### src/rtl/alu_exec_unit_if.sv
// alu_exec_unit_if
//   Groups the request and response handshakes of the ALU execution unit.
//   A requester uses the master modport and the unit uses the slave modport.
//
//   Request side : in_valid, in_ready, alu_op[2:0], a[W-1:0], b[W-1:0]
//   Response side: out_valid, out_ready, result[W-1:0], zero, overflow
//   Status       : busy (an operation is in flight)
interface alu_exec_unit_if #(
  parameter int W = 32
);
  logic         in_valid;
  logic         in_ready;
  logic [2:0]   alu_op;
  logic [W-1:0] a;
  logic [W-1:0] b;
  logic         out_valid;
  logic         out_ready;
  logic [W-1:0] result;
  logic         zero;
  logic         overflow;
  logic         busy;

  modport master (
    output in_valid, alu_op, a, b, out_ready,
    input  in_ready, out_valid, result, zero, overflow, busy
  );

  modport slave (
    input  in_valid, alu_op, a, b, out_ready,
    output in_ready, out_valid, result, zero, overflow, busy
  );
endinterface

### src/rtl/alu_exec_unit.sv
// alu_exec_unit
//   Execution-side consumer of the 3-bit ALU operation code. One operation
//   (alu_op, a, b) is accepted per request handshake; the result and its
//   zero/overflow flags are registered and offered on a response handshake.
//
//   Ports:
//     clk    - system clock, rising edge
//     rst_n  - asynchronous active-low reset
//     bus    - alu_exec_unit_if.slave (request/response handshakes + busy)
//
//   Opcodes: 000 ADD, 100 SUB, 001 AND, 101 OR, 010 XOR, 110 SLT, 011 NOR,
//            111 MUL (optional) or constant zero.
//
//   Optional feature macro: ALU_EXEC_MUL_EN
//     Defined   - opcode 111 is an unsigned shift-add multiply (low W bits),
//                 one multiplier bit per cycle, W cycles.
//     Undefined - opcode 111 returns 0 with single-cycle latency and no
//                 multiplier hardware exists.
module alu_exec_unit #(
  parameter int W = 32
) (
  input  logic           clk,
  input  logic           rst_n,
  alu_exec_unit_if.slave bus
);

  typedef enum logic [1:0] {
    IDLE = 2'd0,
    RESP = 2'd1
`ifdef ALU_EXEC_MUL_EN
    ,
    MUL  = 2'd2
`endif
  } state_t;

  state_t       state;
  logic [W-1:0] result_q;
  logic         zero_q;
  logic         overflow_q;
  logic         out_valid_q;
  logic         busy_q;

  logic         accept;
  logic [W-1:0] sum;
  logic [W-1:0] diff;
  logic [W-1:0] alu_res;
  logic         alu_ovf;

`ifdef ALU_EXEC_MUL_EN
  localparam int CW = $clog2(W);
  logic [W-1:0]  mcand;
  logic [W-1:0]  mplier;
  logic [W-1:0]  acc;
  logic [W-1:0]  acc_next;
  logic [CW-1:0] cnt;

  // Partial product after folding in the current multiplier LSB.
  assign acc_next = acc + (mplier[0] ? mcand : '0);
`endif

  // A response being drained frees the unit on the same edge, which is what
  // gives single-cycle ops back-to-back throughput.
  assign bus.in_ready = (state == IDLE) || ((state == RESP) && bus.out_ready);
  assign accept       = bus.in_valid && bus.in_ready;

  // Single-cycle datapath; feeds only the result register, never the outputs.
  always_comb begin
    sum     = bus.a + bus.b;
    diff    = bus.a - bus.b;
    alu_res = '0;
    alu_ovf = 1'b0;
    case (bus.alu_op)
      3'b000: begin
        alu_res = sum;
        alu_ovf = (bus.a[W-1] == bus.b[W-1]) && (sum[W-1] != bus.a[W-1]);
      end
      3'b100: begin
        alu_res = diff;
        alu_ovf = (bus.a[W-1] != bus.b[W-1]) && (diff[W-1] != bus.a[W-1]);
      end
      3'b001:  alu_res = bus.a & bus.b;
      3'b101:  alu_res = bus.a | bus.b;
      3'b010:  alu_res = bus.a ^ bus.b;
      3'b011:  alu_res = ~(bus.a | bus.b);
      3'b110:  alu_res = {{(W-1){1'b0}}, ($signed(bus.a) < $signed(bus.b))};
      default: alu_res = '0;
    endcase
  end

  // Control FSM with registered result, flags, out_valid and busy. A new
  // accept takes priority over returning to IDLE so RESP can chain directly
  // into the next operation.
  always_ff @(posedge clk or negedge rst_n) begin
    if (!rst_n) begin
      state       <= IDLE;
      result_q    <= '0;
      zero_q      <= 1'b1;
      overflow_q  <= 1'b0;
      out_valid_q <= 1'b0;
      busy_q      <= 1'b0;
`ifdef ALU_EXEC_MUL_EN
      mcand       <= '0;
      mplier      <= '0;
      acc         <= '0;
      cnt         <= '0;
`endif
    end else begin
      if (accept) begin
`ifdef ALU_EXEC_MUL_EN
        if (bus.alu_op == 3'b111) begin
          state       <= MUL;
          out_valid_q <= 1'b0;
          busy_q      <= 1'b1;
          mcand       <= bus.a;
          mplier      <= bus.b;
          acc         <= '0;
          cnt         <= '0;
        end else
`endif
        begin
          state       <= RESP;
          result_q    <= alu_res;
          zero_q      <= (alu_res == '0);
          overflow_q  <= alu_ovf;
          out_valid_q <= 1'b1;
          busy_q      <= 1'b1;
        end
      end else if ((state == RESP) && bus.out_ready) begin
        state       <= IDLE;
        out_valid_q <= 1'b0;
        busy_q      <= 1'b0;
      end
`ifdef ALU_EXEC_MUL_EN
      else if (state == MUL) begin
        // One multiplier bit per cycle; the last step writes the result.
        acc    <= acc_next;
        mcand  <= mcand << 1;
        mplier <= mplier >> 1;
        cnt    <= cnt + 1'b1;
        if (cnt == CW'(W - 1)) begin
          state       <= RESP;
          result_q    <= acc_next;
          zero_q      <= (acc_next == '0);
          overflow_q  <= 1'b0;
          out_valid_q <= 1'b1;
        end
      end
`endif
    end
  end

  assign bus.out_valid = out_valid_q;
  assign bus.result    = result_q;
  assign bus.zero      = zero_q;
  assign bus.overflow  = overflow_q;
  assign bus.busy      = busy_q;

endmodule
### src/flat_wrapper.sv
// flat-port wrapper written by rule: the top's interface ports become plain ports
module alu_exec_unit_flat 
#(
  parameter int W = 32
)
  (clk, rst_n, bus_in_valid, bus_alu_op, bus_a, bus_b, bus_out_ready, bus_in_ready, bus_out_valid, bus_result, bus_zero, bus_overflow, bus_busy);
  alu_exec_unit_if #(.W(W)) bus_i ();
  input  logic clk;
  input  logic rst_n;
  input wire logic [$bits(bus_i.in_valid)-1:0] bus_in_valid;
  input wire logic [$bits(bus_i.alu_op)-1:0] bus_alu_op;
  input wire logic [$bits(bus_i.a)-1:0] bus_a;
  input wire logic [$bits(bus_i.b)-1:0] bus_b;
  input wire logic [$bits(bus_i.out_ready)-1:0] bus_out_ready;
  output wire logic [$bits(bus_i.in_ready)-1:0] bus_in_ready;
  output wire logic [$bits(bus_i.out_valid)-1:0] bus_out_valid;
  output wire logic [$bits(bus_i.result)-1:0] bus_result;
  output wire logic [$bits(bus_i.zero)-1:0] bus_zero;
  output wire logic [$bits(bus_i.overflow)-1:0] bus_overflow;
  output wire logic [$bits(bus_i.busy)-1:0] bus_busy;
  assign bus_i.in_valid = bus_in_valid;
  assign bus_i.alu_op = bus_alu_op;
  assign bus_i.a = bus_a;
  assign bus_i.b = bus_b;
  assign bus_i.out_ready = bus_out_ready;
  assign bus_in_ready = bus_i.in_ready;
  assign bus_out_valid = bus_i.out_valid;
  assign bus_result = bus_i.result;
  assign bus_zero = bus_i.zero;
  assign bus_overflow = bus_i.overflow;
  assign bus_busy = bus_i.busy;
  alu_exec_unit #(.W(W)) u_core (.clk(clk), .rst_n(rst_n), .bus(bus_i));
endmodule
### config.mk
export PLATFORM = sky130hd
export DESIGN_NAME = alu_exec_unit_flat
export DESIGN_NICKNAME = d
export VERILOG_FILES = /design/src/rtl/alu_exec_unit_if.sv /design/src/rtl/alu_exec_unit.sv /design/src/flat_wrapper.sv
export SDC_FILE = /design/constraint.sdc
export NUM_CORES = 1
export LEC_CHECK = 0
export ABC_AREA = 1
export BUFFER_PORTS_ARGS = -buffer_cell sky130_fd_sc_hd__clkbuf_2
export CORE_ASPECT_RATIO = 0.75
export CORE_UTILIZATION = 55
export CTS_CLUSTER_DIAMETER = 120
export CTS_CLUSTER_SIZE = 20
export DETAILED_ROUTE_END_ITERATION = 10
export GPL_TIMING_DRIVEN = 0
export MAX_ROUTING_LAYER = met4
export PLACE_DENSITY = 0.84
export SYNTH_ARGS = -nofsm -noshare
export SYNTH_HDL_FRONTEND = slang
export SYNTH_SLANG_ARGS = --single-unit
### constraint.sdc
create_clock -name clk -period 1.3 [get_ports clk]
set_input_delay 0.26 -clock clk [delete_from_list [all_inputs] [get_ports clk]]
set_output_delay 0.26 -clock clk [all_outputs]
set_load 0.01 [all_outputs]
==> flow_metrics.py, run 1 <==
metrics = {
    "outcome": {
        "first-error": "[ERROR GRT-0232] Routing congestion too high. Check the congestion heatmap in the GUI.",
        "outcome": "aborted with a tool error",
        "stop_stage": "global routing (5_1_grt)",
    },
    "logic_synthesis": {
        "synth_seq_area_share": 0.1074,
        "synth_area_um2": 8168,
        "ys_types": 37,
        "synth_fp_nets": 1705,
        "syn-instance-count": 1526,
        "async_flop_share": 1.000,
        "synth-edff-count": 0,
        "ys.warnings.count": 0,
        "synth_seq_cells": 35,
        "ys.flop_type": "dfrtp_1",
        "synth_area_per_cell_um2": 5.352,
    },
    "timing": {
        "worstEpCategory": "sequential cell input",
        "postGrtWorstEndpoint": "u_core.bus.zero$_DFFE_PN1P_/D",
    },
    "placement": {
        "dpl_cell_area_um2": 10140,
        "gp_congestion": 1.068,
        "io_buffers": 107,
        "dp_hpwl_um": 27370,
        "dpl_worst_slack_ps": -1440,
    },
    "floorplanning": {
        "num_rows": 38,
        "start_util": 0.5632,
        "io_pins": 108,
        "dieHeight_um": 107.5,
        "die_w_um": 142.7,
    },
    "global_route": {
        "grt_use_total": 0.8294,
        "grt_overflow": 95,
        "grt_start_max_net_pins": 36,
    },
    "clock_tree": {
        "root_buffer": "clkbuf_16",
        "clk_path_buf_depth": 2,
        "holdBufCountCts": 0,
        "clock-sinks": 35,
        "numCtsBuffers": 5,
        "h-tree-depth": 2,
    },
}
==> metrics by stage <==
| step | util | cells |
|---|---|---|
| 2_1_floorplan | - | 1526 |
| 3_3_place_gp | 0.6995 | 1833 |
| 3_5_place_dp | 0.6995 | 1833 |
| 4_1_cts | 0.8441 | 1903 |
==> metal layers <==
metal  GRT usage  overflow
met1      0.8342        18
met2      0.9492        41
met3      0.6895         7
met4      0.7942        29
met5           -         -
==> cells in the mapped netlist, drive strengths merged, types with 6 or more instances <==
cell type / n / area share
nand3: 138 / 0.086
o21bai: 7 / 0.0064
a221oi: 17 / 0.018
nand4: 13 / 0.010
dfrtp: 34 / 0.10
o21a: 6 / 0.0055
nand2: 552 / 0.26
a21oi: 64 / 0.040
ha: 106 / 0.16
clkbuf: 12 / 0.0055
inv: 304 / 0.14
o21ai: 51 / 0.031
a211oi: 6 / 0.0055
o22ai: 14 / 0.011
nor2: 141 / 0.071
nor3: 9 / 0.0055
buf: 32 / 0.020
==> repair_timing <==
action	CTS
pin swaps	151
setup buffers	73
setup endpoints to repair	35
resized for setup	395
==> cell families after synthesis <==
logic type | share of synthesized area
simple gates | 0.4323
flops | 0.1074
buf+inv | 0.1653
xor+xnor | 0.001072
fa+ha+maj | 0.1673
compound gates | 0.1267
==> run 2, diff against run 1 <==
Settings changed: CORE_ASPECT_RATIO 0.75 to default, CORE_UTILIZATION 55 to 40, CTS_CLUSTER_DIAMETER 120 to default, CTS_CLUSTER_SIZE 20 to default, MAX_ROUTING_LAYER met4 to default, PLACE_DENSITY 0.84 to default, PLACE_DENSITY_LB_ADDON from default to 0.15.
Clock period 1.3 ns to 1.7 ns, I/O delays scaled along.
==> run 2 against run 1 <==
Net effect:
- the flow now finishes, with violations (negative setup slack)
- synthesized area unchanged
- synthesized cell count unchanged
==> flow_metrics.py, run 2 <==
metrics = {
    "outcome": {
        "outcome": "finished with violations",
        "violations": "negative setup slack",
    },
    "worst_hold_path": {
        "hold_class": "input pin to async pin",
    },
    "cells_and_area": {
        "fillCellCount": 1898,
        "largest_reg_flops": 32,
        "drive_gt1_frac": 0.4312,
        "nets": 1901,
        "final_cell_mix": "nand2_1 (395), inv_1 (193), nand2_2 (110)",
        "fin_area_um2": 12540,
        "multi_input_area_um2": 8075,
        "seqCellArea_um2": 877.1,
        "layout_commonest_cell": "nand2_1",
        "area_delta_synth_final_pct": 53.57,
    },
    "floorplanning": {
        "num_rows": 51,
        "start_util": 0.4142,
        "dieHeight_um": 144.9,
        "die_w_um": 144.9,
        "die_area_um2": 20990,
        "core_area_um2": 19720,
        "io_pins": 108,
    },
    "logic_synthesis": {
        "synth_top_family_by_area": "simple AND/OR/NAND/NOR gates",
        "ys.flop_type": "dfrtp_1",
        "ys_top_cells_by_count": "nand2_1 (543), inv_1 (290), nand3_1 (136), nor2_1 (128), ha_1 (106)",
        "synth-xor-area-share": 0.001072,
        "synth_simple_gate_area_frac": 0.4323,
        "yosys.area.top_type": "nand2_1",
        "synth_seq_area_share": 0.1074,
        "muxShareOfSynthArea": 0,
        "ys_types": 37,
        "ys.warnings.count": 0,
        "ys_top_cells_by_area": "nand2_1 (25%), ha_1 (16%), inv_1 (13%)",
        "synth_area_um2": 8168,
        "synthAdderAreaFrac": 0.1673,
        "syn-instance-count": 1526,
        "synth-compound-area-share": 0.1267,
        "synth_fp_nets": 1705,
        "synth_top_area_share": 0.2495,
        "async_flop_share": 1.000,
        "synth_seq_cells": 35,
        "synth_most_common_cell": "nand2_1",
        "synth-edff-count": 0,
        "synth_area_per_cell_um2": 5.352,
    },
    "setup_path": {
        "r2r-end": "u_core.bus.zero",
        "reg2reg_depth": 11,
        "critPathArrivalTime_ps": 2500,
        "path_class": "input pin to register",
        "crit_buf_inv": 2,
        "critPathRequiredTime_ps": 1920,
        "crit_path_cell_trace": "clkbuf_16 -> inv_12 -> ha_4 -> fa_2 -> nor2_1 -> nand2_1 -> nand3_2 -> nand2_1 -> nand2_2 -> o21ai_1 -> nand2_1 -> nand2_2 -> nor2_4 -> nand2_1 -> nor2_1 -> nand3_1 -> nor2_1 -> nand3_1 -> nand2_1",
        "critPathMostFrequentCell": "nand2_1",
        "cp_slowest_stage_delay_ps": 380,
        "cpLargestDelayFamily": "simple AND/OR/NAND/NOR gates",
        "critical_path.reg2reg.startpoint": "u_core.bus.out_valid",
        "cp-end-kind": "register",
        "critPathLaunchType": "input pin",
        "cpMaxStageDelayCell": "fa_2",
        "worst-r2r-setup-slack_ps": -60,
        "crit_path_start": "bus_a[0]",
        "crit_path_max_fanout": 4,
    },
    "detailed_routing": {
        "drtAntennaViolNets": 0,
        "drt_iter0_drc": 900,
        "vias_per_cell": 5.327,
        "first_pass_iters": 5,
        "routed_wirelength_um": 35040,
        "via_count": 10600,
        "drc_errors": 0,
        "wl_per_cell_um": 17.61,
    },
    "global_route": {
        "grt_pass1_vias": 9502,
        "use_met1": 0.4254,
        "use_met2": 0.5192,
        "use_met3": 0.07272,
        "grt_pass1_wl_um": 50870,
        "grt_use_total": 0.3248,
        "grt_overflow": 0,
        "antenna_found_initial": 1,
        "grt_start_max_net_pins": 36,
        "top_usage_layer": "met2",
    },
    "clock_tree": {
        "holdBufCountCts": 0,
        "clock-sinks": 35,
        "insertion_delay_ps": 280,
        "numCtsBuffers": 5,
        "h-tree-depth": 2,
        "clk_path_buf_depth": 2,
        "root_buffer": "clkbuf_16",
        "cts_tree": "done",
        "clk_pin_slew_ps": 50,
    },
    "timing": {
        "hold_viol": 0,
        "worst_pin_slew_ps": 822.2,
        "final_max_slew_viol_count": 0,
        "fin_setup_tns_ps": -6706,
        "fin_crit_ps": 2277,
        "worst_slack_ps": -576.6,
        "maxSlewHeadroom": 0.4519,
        "clock_skew_ps": 2.903,
        "rsz0062_at_grt": "true",
        "period_share": 1.339,
        "max_freq_mhz": 439.2,
        "setup_viol": 29,
    },
    "placement": {
        "io_buffers": 107,
        "gp_congestion": 0.9750,
        "dpl_cell_area_um2": 9976,
        "dp_hpwl_um": 27070,
    },
    "power": {
        "p_per_area_nw_per_um2": 500.8,
        "p_leak_nw": 6.700,
        "peakVddDrop_mv": 0.3112,
    },
    "run": {
        "cap_viol_max_count": 0,
    },
}
## run 2: cell counts after synthesis
No cell type changed its count.
## run 2: worst max path at each step
stage / end / slack (ps) / cells past startpoint
2_1_floorplan: u_core.bus.zero / -310 / 17
3_3_place_gp: u_core.bus.zero / -1210 / 12
3_5_place_dp: u_core.bus.zero / -1200 / 12
4_1_cts: u_core.bus.zero / -520 / 21
5_1_grt: u_core.bus.zero / -740 / 21
6_report: u_core.bus.zero / -580 / 19
## run 2: what timing repair did
action                                  4_1_cts  5_1_grt
pin swaps                                    96      104
buffers inserted                             55       40
gates resized for setup                     304      229
cloned                                        0        1
endpoints found under the setup margin       33       32
## run 2: cells by family (layout without fill, tap and decap cells)
group | count (synthesis) | in the layout
compound gates | 175 | 175
fa+ha+maj | 108 | 108
simple gates | 858 | 858
other cells | 0 | 2
flops | 35 | 35
buf+inv | 349 | 546
xor+xnor | 1 | 1
## run 2: routing by layer
| metal | vias up | wire [um] |
|---|---|---|
| met5 | - | 0 |
| met4 | 0 | 1108 |
| met3 | 70 | 3496 |
| met2 | 473 | 15590 |
| met1 | 4907 | 14840 |
| li1 | 5150 | - |
## run 2: area by class of cell
cell class,count,area share
diodes,2,0.0003990
plain buffers,31,0.01965
clock buffers,8,0.01247
inverters,305,0.09995
multi-input cells,1142,0.6438
flip-flops and latches,35,0.06993
well taps,265,0.02643
repair buffers,202,0.1274
## run 2: metrics by stage
stage | util | setup WS (ps) | hold slack, ps | power, mW | cells
after floorplan | - | -312.1 | 44.41 | 3.201 | 1526
after global placement | 0.5059 | -1212 | 457.0 | 4.190 | 1898
after detailed placement | 0.5059 | -1203 | 459.1 | 4.216 | 1898
after CTS | 0.5813 | -523.7 | 181.6 | 5.728 | 1948
after global routing | 0.6360 | -745.0 | 231.0 | 6.694 | 1989
final | 0.6361 | -576.6 | 151.1 | 6.282 | 1990
## run 2: where the power goes
part | switching (mW) | internal (mW)
Combinational | 2.61 | 1.68
Sequential | 0.0766 | 0.976
Clock | 0.313 | 0.623
Note: power is estimated with default switching activity, not from simulation.
